[src/rtl/pipeline_ctrl_pkg.sv]
// Shared definitions for the pipeline control block: FSM state encoding and
// the default number of cycles needed to retire the back-end stages.
package pipeline_ctrl_pkg;

  typedef enum logic [1:0] {
    ST_RUN    = 2'd0,
    ST_DRAIN  = 2'd1,
    ST_HALTED = 2'd2
  } pipe_state_e;

  localparam int unsigned DRAIN_CYCLES_DEF = 3;

endpackage

[src/rtl/pipeline_ctrl_sat_counter.sv]
// Saturating up-counter with synchronous active-high reset; it holds at
// all-ones instead of wrapping.
module sat_counter #(
  parameter int NB = 32
) (
  input  logic          clock,
  input  logic          reset,
  input  logic          inc_en,
  output logic [NB-1:0] count
);

  logic [NB-1:0] count_q;
  logic [NB-1:0] count_d;

  function automatic logic [NB-1:0] sat_inc(input logic [NB-1:0] v);
    return (&v) ? v : v + NB'(1);
  endfunction

  always_comb begin
    count_d = count_q;
    if (inc_en) count_d = sat_inc(count_q);
  end

  always_ff @(posedge clock) begin
    if (reset) count_q <= '0;
    else       count_q <= count_d;
  end

  assign count = count_q;

endmodule

[src/rtl/pipeline_ctrl.sv]
// Pipeline control FSM: turns hazard, branch and HALT requests into latch
// write enables, drains the back end after a HALT and counts cycles/stalls.
module pipeline_ctrl
  import pipeline_ctrl_pkg::*;
#(
  parameter int          NB_CNT       = 32,
  parameter int unsigned DRAIN_CYCLES = DRAIN_CYCLES_DEF
) (
  input  logic              i_clock,
  input  logic              i_reset,
  input  logic              i_valid,
  input  logic              i_hazard,
  input  logic              i_branch_taken,
  input  logic              i_halt_id,
  output logic              o_pc_we,
  output logic              o_if_id_we,
  output logic              o_if_id_flush,
  output logic              o_id_ex_bubble,
  output logic              o_back_we,
  output logic              o_halted,
  output logic [NB_CNT-1:0] o_stall_count,
  output logic [NB_CNT-1:0] o_cycle_count
);

  localparam int DW = (DRAIN_CYCLES > 1) ? $clog2(DRAIN_CYCLES) : 1;

  pipe_state_e   state_q, state_d;
  logic [DW-1:0] drain_q, drain_d;
  logic          cyc_inc;
  logic          stall_inc;

  always_comb begin
    state_d        = state_q;
    drain_d        = drain_q;
    cyc_inc        = 1'b0;
    stall_inc      = 1'b0;
    o_pc_we        = 1'b0;
    o_if_id_we     = 1'b0;
    o_if_id_flush  = 1'b0;
    o_id_ex_bubble = 1'b0;
    o_back_we      = 1'b0;
    if (!i_reset && i_valid) begin
      unique case (state_q)
        ST_RUN: begin
          cyc_inc   = 1'b1;
          o_back_we = 1'b1;
          // Hazard outranks HALT, which outranks a taken branch.
          if (i_hazard) begin
            o_id_ex_bubble = 1'b1;
            stall_inc      = 1'b1;
          end else if (i_halt_id) begin
            o_id_ex_bubble = 1'b1;
            drain_d        = DW'(DRAIN_CYCLES - 1);
            state_d        = ST_DRAIN;
          end else if (i_branch_taken) begin
            o_pc_we       = 1'b1;
            o_if_id_flush = 1'b1;
          end else begin
            o_pc_we    = 1'b1;
            o_if_id_we = 1'b1;
          end
        end
        ST_DRAIN: begin
          cyc_inc        = 1'b1;
          o_back_we      = 1'b1;
          o_id_ex_bubble = 1'b1;
          if (drain_q == '0) state_d = ST_HALTED;
          else               drain_d = drain_q - DW'(1);
        end
        default: ;
      endcase
    end
  end

  always_ff @(posedge i_clock) begin
    if (i_reset) begin
      state_q <= ST_RUN;
      drain_q <= '0;
    end else begin
      state_q <= state_d;
      drain_q <= drain_d;
    end
  end

  assign o_halted = (state_q == ST_HALTED);

  sat_counter #(.NB(NB_CNT)) u_cycle_cnt (
    .clock  (i_clock),
    .reset  (i_reset),
    .inc_en (cyc_inc),
    .count  (o_cycle_count)
  );

  sat_counter #(.NB(NB_CNT)) u_stall_cnt (
    .clock  (i_clock),
    .reset  (i_reset),
    .inc_en (stall_inc),
    .count  (o_stall_count)
  );

endmodule

[config.mk]
export PLATFORM = sky130hd
export DESIGN_NAME = pipeline_ctrl
export DESIGN_NICKNAME = d
export VERILOG_FILES = /design/src/rtl/pipeline_ctrl_pkg.sv /design/src/rtl/pipeline_ctrl_sat_counter.sv /design/src/rtl/pipeline_ctrl.sv
export SDC_FILE = /design/constraint.sdc
export NUM_CORES = 1
export LEC_CHECK = 0
export ABC_AREA = 0
export BUFFER_PORTS_ARGS = -buffer_cell sky130_fd_sc_hd__buf_2
export CAP_MARGIN = 20
export CORE_UTILIZATION = 55
export CTS_CLUSTER_DIAMETER = 50
export DETAILED_ROUTE_END_ITERATION = 16
export PLACE_DENSITY = 0.86
export SYNTH_ARGS = -nofsm -noshare
export SYNTH_HDL_FRONTEND = slang
export SYNTH_SLANG_ARGS = --single-unit
[constraint.sdc]
create_clock -name i_clock -period 3.92 [get_ports i_clock]
set_input_delay 0.588 -clock i_clock [delete_from_list [all_inputs] [get_ports i_clock]]
set_output_delay 0.588 -clock i_clock [all_outputs]
set_load 0.005 [all_outputs]
==> impl_metrics.env <==
export IMPL_layout_area_overhead_vs_synth_pct=17.7
export IMPL_hold_slack_ns=0.491
export IMPL_die_area_um2=6750
export IMPL_top_layer="met4"
export IMPL_timing_setup_tns_ns=0
export IMPL_gp_routability_congestion=0.829
export IMPL_yosys_warnings=0
export IMPL_post_dp_cell_area_um2=3940
export IMPL_syn_instance_count=437
export IMPL_detail_route_drc_violations=0
export IMPL_setup_violations=0
export IMPL_clk_latency_ns=0.35
export IMPL_grt_max_degree=69
export IMPL_antennaDiodeCount=0
export IMPL_worstSetupStartpointType="register"
export IMPL_grt_first_pass_wirelength_mm=14.5
export IMPL_synth_top_flop_cell="dfxtp_1"
export IMPL_post_synth_num_cell_types=43
export IMPL_endpoint_kind="register"
export IMPL_routed_via_density=6.36
export IMPL_finalCoreUtilization_pct=68.6
export IMPL_globalRouteOverflowTotal=0
export IMPL_fillers=500
export IMPL_detailedRoute_firstIterationViolations=329
export IMPL_dr_wl_met2_mm=4.55
export IMPL_detail_route_wirelength_mm=8.95
export IMPL_maxSlewHeadroom_pct=44.1
export IMPL_worstRegToRegCells=5
export IMPL_tritoncts="built"
export IMPL_post_cts_hold_fix_bufs=0
export IMPL_cap_violations=0
export IMPL_fmaxAchievable_ghz=0.345
export IMPL_status="completed"
export IMPL_final_layout_size_suffix_gt1_share_pct=21.1
export IMPL_total_clock_buffers_created_by_cts=9
export IMPL_synth_edf_count=0
export IMPL_coreArea_um2=6060
export IMPL_grt_antenna_before_repair=0
export IMPL_worst_path_required_time_ns=4.20
export IMPL_dp_final_hpwl_mm=6.07
export IMPL_top_cell_types_by_occurrence_after_synthesis="dfxtp_1 (68), a21oi_1 (46), o21ai_0 (28), nand2_1 (27)"
export IMPL_worst_slack_ns=1.02
export IMPL_holdCritStartpoint="drain_q[1]$_SDFFE_PP0P_"
export IMPL_floorplan_die_height_um=82.2
export IMPL_synth_sequential_area_ratio_pct=38.5
export IMPL_routed_via_count=3703
export IMPL_final_max_slew_viol_count=0
export IMPL_clk_root_buffer_cell="clkbuf_8"
export IMPL_hold_violations=0
export IMPL_synth_seq_cells=68
export IMPL_yosys_top_cells_area="dfxtp_1 (39%), a21oi_1 (6.5%), or4_1 (4.7%)"
export IMPL_routedWlPerCell_um=15.4
export IMPL_hold_path_cell_count=2
export IMPL_final_cell_area_um2=4160
export IMPL_floorplan_die_width_um=82.2
export IMPL_routedLengthMet1_mm=3.83
export IMPL_cts_htree_levels=3
export IMPL_ff2ff_setup_slack_ns=1.02
export IMPL_ant_nets=0
export IMPL_power_per_cell_area_nw_per_um2=334
export IMPL_static_leakage_power_nw=1.54
export IMPL_critical_path_reg2reg_endpoint="u_stall_cnt.count[28]$_SDFFE_PP0P_"
export IMPL_layout_nets=511
export IMPL_yosys_area_top_type_share_pct=38.5
export IMPL_grt_pass1_vias=3262
export IMPL_drt_first_pass_iters=4
export IMPL_tightest_slew_ns=0.834
export IMPL_syn_cell_area_um2=3530
export IMPL_fp_row_count=28
export IMPL_arrival_ns=3.18
export IMPL_setup_worst_path_class="register to register"
export IMPL_synth_largest_area_cell="dfxtp_1"
export IMPL_holdCritPathClass="register to register"
export IMPL_met3WireLength_um=441
export IMPL_timing_rr_start="state_q[1]$_SDFFE_PP0P_"
export IMPL_initial_core_util_pct=58.3
export IMPL_timing_critical_path_fanout_max=16
export IMPL_min_to="drain_q[1]$_SDFFE_PP0P_"
export IMPL_worst_clock_skew_ns=0.00758
export IMPL_asyncSetResetFlopFracSynth_pct=0
export IMPL_clock_sinks=68
export IMPL_min_period_ns=2.90
export IMPL_vdd_ir_drop_worst_v=0.000225
export IMPL_yosysMostFrequentCell="dfxtp_1"
export IMPL_global_route_usage_total_pct=27.5
export IMPL_rsz0062_at_grt="false"
export IMPL_syn_mean_instance_area_um2=8.09
export IMPL_final_min_period_over_clock_period_pct=74.0
export IMPL_clkTransAtPathRegs_ns=0.07
export IMPL_syn_nets=446
export IMPL_port_buffer_count=75
export IMPL_floorplan_io_pins=76
export IMPL_clockBufferDepth=2
export IMPL_cts_setup_buffers=0
export IMPL_cts_repair_resize_count=0
export IMPL_dp_slack_ns=0.684
## critical path: stages, from the launching register on
cell     delay [ns]
dfxtp_1        0.36
or3b_1         0.54
or2_1          0.41
or4b_1         0.80
or4_1          0.57
a21oi_1        0.14
## routing by layer
metal  up-vias  GRT usage (%)
li1       1817              -
met1      1770           32.0
met2       103           49.7
met3        13           5.16
met4         0           10.4
met5         -              0
## how the worst max path moves through the flow
stage                            startpoint                            endpoint  cells past startpoint
global route        state_q[1]$_SDFFE_PP0P_  u_stall_cnt.count[28]$_SDFFE_PP0P_                      5
detailed placement                  i_reset  u_stall_cnt.count[28]$_SDFFE_PP0P_                      6
CTS                 state_q[1]$_SDFFE_PP0P_  u_stall_cnt.count[28]$_SDFFE_PP0P_                      5
finish              state_q[1]$_SDFFE_PP0P_  u_stall_cnt.count[28]$_SDFFE_PP0P_                      5
floorplan                           i_reset  u_stall_cnt.count[18]$_SDFFE_PP0P_                      7
global placement                    i_reset  u_stall_cnt.count[28]$_SDFFE_PP0P_                      6
## kinds of logic (layout without fill, tap and decap cells)
kind of cell,after synthesis,in the layout,share of synthesized area (%)
adder cells (fa/ha/maj),3,3,1.06
multiplexers,7,7,2.16
XOR/XNOR,4,4,0.991
AO/OA/AOI/OAI,116,116,19.9
flip-flops,68,68,38.5
AND/OR/NAND/NOR,206,206,33.8
buffers and inverters,33,103,3.61
## sequential cells by signal (all words and copies together) (netlist names)
name               flops
drain_q                2
u_cycle_cnt.count     32
u_stall_cnt.count     32
state_q                2
## power by group
group / total [W] / internal [W] / switching (W)
registers: 0.000702 / 0.000695 / 0.00000663
clock network: 0.000642 / 0.000373 / 0.000269
logic: 0.0000471 / 0.0000173 / 0.0000298
total: 0.00139 / 0.00108 / 0.000305
## through the flow
stage	std cells	total power (W)
floorplan	437	0.000748
global placement	566	0.000763
detailed placement	566	0.000765
CTS	582	0.00140
global route	582	0.00143
finish	582	0.00139
## area by class of cell
cell class              instances  area, µm²  share of cell area (%)
multi-input cells             336       2050                    49.3
flip-flops and latches         68       1360                    32.7
repair buffers                 79        405                    9.75
clock buffers                  11        141                    3.40
well taps                      75       93.8                    2.26
clock inverters                 5       75.1                    1.81
inverters                       8       30.0                   0.722
## placed cells by master, fill, tap and decap left out, types with 2 or more instances in the layout
cell / n
buf_2: 75
dfxtp_1: 68
a21oi_1: 46
o21ai_0: 28
nand2_1: 27
nand4_1: 26
or3_1: 26
nor2_1: 22
or4_1: 22
nand3_1: 21
o31ai_1: 19
nor2b_1: 10
nor3_1: 10
clkbuf_8: 10
and3_1: 9
nor4_1: 9
inv_1: 8
and4_1: 8
mux2_2: 5
nand3b_1: 4
o31a_1: 4
o21a_1: 4
buf_4: 4
nand2b_1: 3
or2_2: 3
a211oi_1: 3
xor2_1: 3
ha_1: 3
clkinv_2: 3
a31oi_1: 2
mux2i_1: 2
o211ai_1: 2
o311ai_0: 2
bufinv_16: 2
(Power assumes the default switching activity.)
